## config.mk

```make
export PLATFORM = sky130hd
export DESIGN_NAME = piso_tx
export DESIGN_NICKNAME = d
export VERILOG_FILES = /design/src/rtl/piso_tx.sv
export SDC_FILE = /design/constraint.sdc
export NUM_CORES = 1
export LEC_CHECK = 0
export BUFFER_PORTS_ARGS = -buffer_cell sky130_fd_sc_hd__buf_4
export CAP_MARGIN = 40
export CORE_MARGIN = 2
export CORE_UTILIZATION = 33
export DETAILED_ROUTE_END_ITERATION = 6
export GPL_ROUTABILITY_DRIVEN = 0
export PLACE_DENSITY = 0.62
export SLEW_MARGIN = 25
export SYNTH_ARGS = -nofsm -noshare
export SYNTH_HDL_FRONTEND = slang
export SYNTH_SLANG_ARGS = --single-unit
```

## constraint.sdc

```tcl
create_clock -name clk -period 1.4 [get_ports clk]
set_input_delay 0.28 -clock clk [delete_from_list [all_inputs] [get_ports clk]]
set_output_delay 0.28 -clock clk [all_outputs]
set_load 0.01 [all_outputs]
```

## src/rtl/piso_tx.sv

```systemverilog
// piso_tx: parallel-in serial-out transmitter that shifts a WIDTH-bit word MSB first.
// Latency: the MSB appears on sout the cycle after the load edge; done pulses the cycle after the last bit.
// Backpressure: load_ready is low while shifting; the optional parity cycle is enabled by PISO_TX_PARITY_EN.
module piso_tx #(
    parameter int WIDTH = 8
) (
    input  logic             clk,
    input  logic             rst,
    input  logic             load_valid,
    input  logic [WIDTH-1:0] din,
    output logic             load_ready,
    output logic             sout,
    output logic             sout_valid,
    output logic             busy,
    output logic             done
);

`ifdef PISO_TX_PARITY_EN
    localparam int NBITS = WIDTH + 1;
`else
    localparam int NBITS = WIDTH;
`endif
    localparam int CW = $clog2(WIDTH + 2);
    localparam logic [CW-1:0] LAST = CW'(NBITS);

    typedef enum logic {IDLE, SHIFT} state_t;

    state_t           state_q, state_d;
    logic [WIDTH-1:0] shreg_q, shreg_d;
    logic [CW-1:0]    cnt_q, cnt_d;
    logic             sout_q, sout_d;
    logic             sout_valid_q, sout_valid_d;
    logic             busy_q, busy_d;
    logic             done_q, done_d;
    logic             load_ready_q, load_ready_d;
`ifdef PISO_TX_PARITY_EN
    logic             par_q, par_d;
`endif

    // State register
    always_ff @(posedge clk or posedge rst) begin
        if (rst) state_q <= IDLE;
        else     state_q <= state_d;
    end

    // Next-state: accept in IDLE, leave SHIFT once every bit (cnt_q counts bits driven) has been shown
    always_comb begin
        state_d = state_q;
        case (state_q)
            IDLE:    if (load_valid) state_d = SHIFT;
            SHIFT:   if (cnt_q == LAST) state_d = IDLE;
            default: state_d = IDLE;
        endcase
    end

    // Output and datapath next values; outputs are registered so the MSB is on sout right after the load edge
    always_comb begin
        shreg_d      = shreg_q;
        cnt_d        = cnt_q;
        sout_d       = 1'b0;
        sout_valid_d = 1'b0;
        busy_d       = 1'b0;
        done_d       = 1'b0;
        load_ready_d = 1'b1;
`ifdef PISO_TX_PARITY_EN
        par_d        = par_q;
`endif
        case (state_q)
            IDLE: begin
                if (load_valid) begin
                    // MSB goes out immediately, the remaining bits wait left-aligned in the shifter
                    shreg_d      = din << 1;
                    cnt_d        = CW'(1);
                    sout_d       = din[WIDTH-1];
                    sout_valid_d = 1'b1;
                    busy_d       = 1'b1;
                    load_ready_d = 1'b0;
`ifdef PISO_TX_PARITY_EN
                    par_d        = ^din;
`endif
                end
            end
            SHIFT: begin
                if (cnt_q == LAST) begin
                    done_d  = 1'b1;
                    cnt_d   = '0;
                    shreg_d = '0;
                end else begin
                    sout_valid_d = 1'b1;
                    busy_d       = 1'b1;
                    load_ready_d = 1'b0;
                    cnt_d        = cnt_q + 1'b1;
                    shreg_d      = shreg_q << 1;
`ifdef PISO_TX_PARITY_EN
                    sout_d       = (cnt_q == CW'(WIDTH)) ? par_q : shreg_q[WIDTH-1];
`else
                    sout_d       = shreg_q[WIDTH-1];
`endif
                end
            end
            default: ;
        endcase
    end

    // Datapath and output registers; reset clears everything and reopens the load port at once
    always_ff @(posedge clk or posedge rst) begin
        if (rst) begin
            shreg_q      <= '0;
            cnt_q        <= '0;
            sout_q       <= 1'b0;
            sout_valid_q <= 1'b0;
            busy_q       <= 1'b0;
            done_q       <= 1'b0;
            load_ready_q <= 1'b1;
        end else begin
            shreg_q      <= shreg_d;
            cnt_q        <= cnt_d;
            sout_q       <= sout_d;
            sout_valid_q <= sout_valid_d;
            busy_q       <= busy_d;
            done_q       <= done_d;
            load_ready_q <= load_ready_d;
        end
    end

`ifdef PISO_TX_PARITY_EN
    // Parity of the captured word, emitted after the data bits
    always_ff @(posedge clk or posedge rst) begin
        if (rst) par_q <= 1'b0;
        else     par_q <= par_d;
    end
`endif

    assign sout       = sout_q;
    assign sout_valid = sout_valid_q;
    assign busy       = busy_q;
    assign done       = done_q;
    assign load_ready = load_ready_q;

endmodule

```

==> reports/metrics.yaml <==
status: "completed"
synth_warnings: 0
finalHoldViolations: 0
grt_pass1_vias: 485
pwr_density_cell_mw_per_mm2: 1790
timing.hold.ws_ns: 0.0474
yosysUniqueCellTypes: 21
syn_inst: 60
comb_power_share_pct: 38.2
crit_path_start_kind: "flop"
cts_tree: "yes"
grt_util_all_layers_pct: 11.5
die_h_um: 50.5
ys_ff_latch: 15
synth_area_leader_cell: "dfrtp_1"
slew_viol_final: 0
regArea_um2: 378
cp-end-kind: "flop"
slew_headroom_pct: 62.6
io-pin-count: 16
synth_area_um2: 713
die_w_um: 50.5
rows: 16
yosysSeqAreaShare_pct: 52.8
hpwlAfterDp_um: 887
cts.htree.levels: 1
finalSetupViolCount: 0
fin_setup_tns_ns: 0
n_fill_cell: 206
drcViolationCount: 0
worstPathRequired_ns: 1.57
clkTransAtPathRegs_ns: 0.09
wl_per_cell_um: 12.4
start_util_pct: 35.6
first_pass_iters: 4
coreArea_mm2: 0.00200
syn-num-nets: 73
clkLatencyLatePin_ns: 0.28
p_sw_share_pct: 34.7
clockRootBuffer: "clkbuf_4"
cts-buffers-inserted: 3
postSynthAreaPerCell_um2: 11.9
netlist_top_cells_area: "dfrtp_1 (49%), mux2i_1 (13%), o2bb2ai_1 (9.8%), dfstp_2 (3.7%), ha_1 (3.5%)"
path_max_fanout: 8
skew_ns: 0.00126
path_class: "flop to flop"
holdBufCountCts: 0
diodes: 0
vdd_ir_drop_max_v: 0.000848
cts.sinks: 15
cp.arrival_ns: 1.47
vias_per_cell: 4.69
grt_overflow_total: 0
p_clk_share_pct: 15.9
period_share_pct: 93.1
internal_power_w: 0.00100
vias: 483
final_util_pct: 43.0
drive_gt1_share_pct: 31.6
antenna_left: 0
switchingPower_w: 0.000535
syn2layout_area_growth_pct: 20.7
fmax_mhz: 767
cts_buffer_depth: 2
hold_path_class: "input pin to async pin"
grt_max_degree: 16
portBuffers: 15
antenna_found_initial: 0
tightest_slew_ns: 0.561
grt_pass1_wl_um: 2160
synth_top_area_share_pct: 49.1
drt_iter0_drc: 7
sequentialPowerShare_pct: 45.9
die_area_mm2: 0.00255
maxCapViolations: 0
min_period_ns: 1.30
multiInputGateArea_um2: 280
rsz0062_at_grt: "false"
wl_um: 1280
leakage_nw: 0.418
nNetsFinal: 90
layer usage:
| metal | track usage, % | wire length (µm) |
|---|---|---|
| met1 | 13.6 | 632 |
| met2 | 18.4 | 557 |
| met3 | 5.36 | 76 |
| met4 | 4.05 | 13 |
| met5 | 0 | 0 |
registers in the layout (all words and copies together), names as in the netlist:
register / count
load_ready: 1
cnt_q: 4
done: 1
sout: 1
shreg_q: 7
busy: 1
layout by cell type, fill, tap and decap left out, types with 2 or more instances in the layout:
cell       count
clkbuf_4       3
inv_1          4
nand2_1        2
mux2i_1        9
nand2b_1       2
nor2_1         4
o2bb2ai_1      8
dfrtp_1       13
buf_4         17
ha_1           2
final timing paths:
path / from / endpoint / slack, ns / cells after the start
max in group asynchronous: rst / busy / 0.96 / 2
hold reg to reg: shreg_q[7] / sout / 0.48 / 1
setup reg to reg: cnt_q[1] / shreg_q[4] / 0.1 / 5
hold / removal: rst / sout / 0.05 / 2
min in group clk: din[0] / shreg_q[1] / 0.25 / 3
setup / recovery: cnt_q[1] / shreg_q[4] / 0.1 / 5
critical path, stage by stage (launching register included):
cell       delay (ns)
dfrtp_1          0.42
inv_1            0.09
ha_1             0.20
nand2_2          0.08
o21a_2           0.26
o2bb2ai_1        0.15
logic make-up after synthesis:
group | share of synthesized area, %
flops | 52.8
compound gates | 15.6
simple gates | 7.37
buf+inv | 8.07
mux | 12.6
fa+ha+maj | 3.51
synthesized netlist by cell type:
master,number
dfrtp_1,14
mux2i_1,9
o2bb2ai_1,8
inv_1,4
nor2_1,4
buf_4,2
buf_6,2
ha_1,2
nand2_1,2
nand2b_1,2
a21oi_1,1
a22o_1,1
a31oi_1,1
buf_2,1
dfstp_2,1
nand2_2,1
nand3_1,1
nand4_1,1
o21a_1,1
o22ai_1,1
o31ai_1,1
power groups by stage:
| stage | Sequential (W) | Combinational, W | Clock [W] |
|---|---|---|---|
| after global placement | 0.000708 | 0.000574 | 0 |
| after global routing | 0.000731 | 0.000656 | 0.000277 |
| after detailed placement | 0.000713 | 0.000591 | 0 |
| after floorplan | 0.000692 | 0.000457 | 0 |
| after CTS | 0.000707 | 0.000592 | 0.000255 |
| final | 0.000707 | 0.000588 | 0.000245 |
final cells by class:
cell class,instances,share of cell area [%]
Sequential cell,15,43.9
Multi-Input combinational cell,36,32.6
Timing Repair Buffer,17,14.8
Tap cell,27,3.92
Clock buffer,4,3.05
Inverter,4,1.74
per-stage QoR:
step	cells	cell area, µm²	power, W	setup WS, ns
global route	103	861	0.00166	0.0103
detailed placement	99	832	0.00130	0.0653
global placement	99	832	0.00128	0.112
floorplan	60	713	0.00115	0.153
finish	103	861	0.00154	0.0963
CTS	103	858	0.00155	0.00623
repair_timing:
| action | 4_1_cts | 5_1_grt |
|---|---|---|
| endpoints found under the setup margin | 0 | 10 |
| resized for setup | 0 | 2 |
| buffers inserted | 0 | 0 |
No activity file was read; power rests on OpenSTA's default activity.
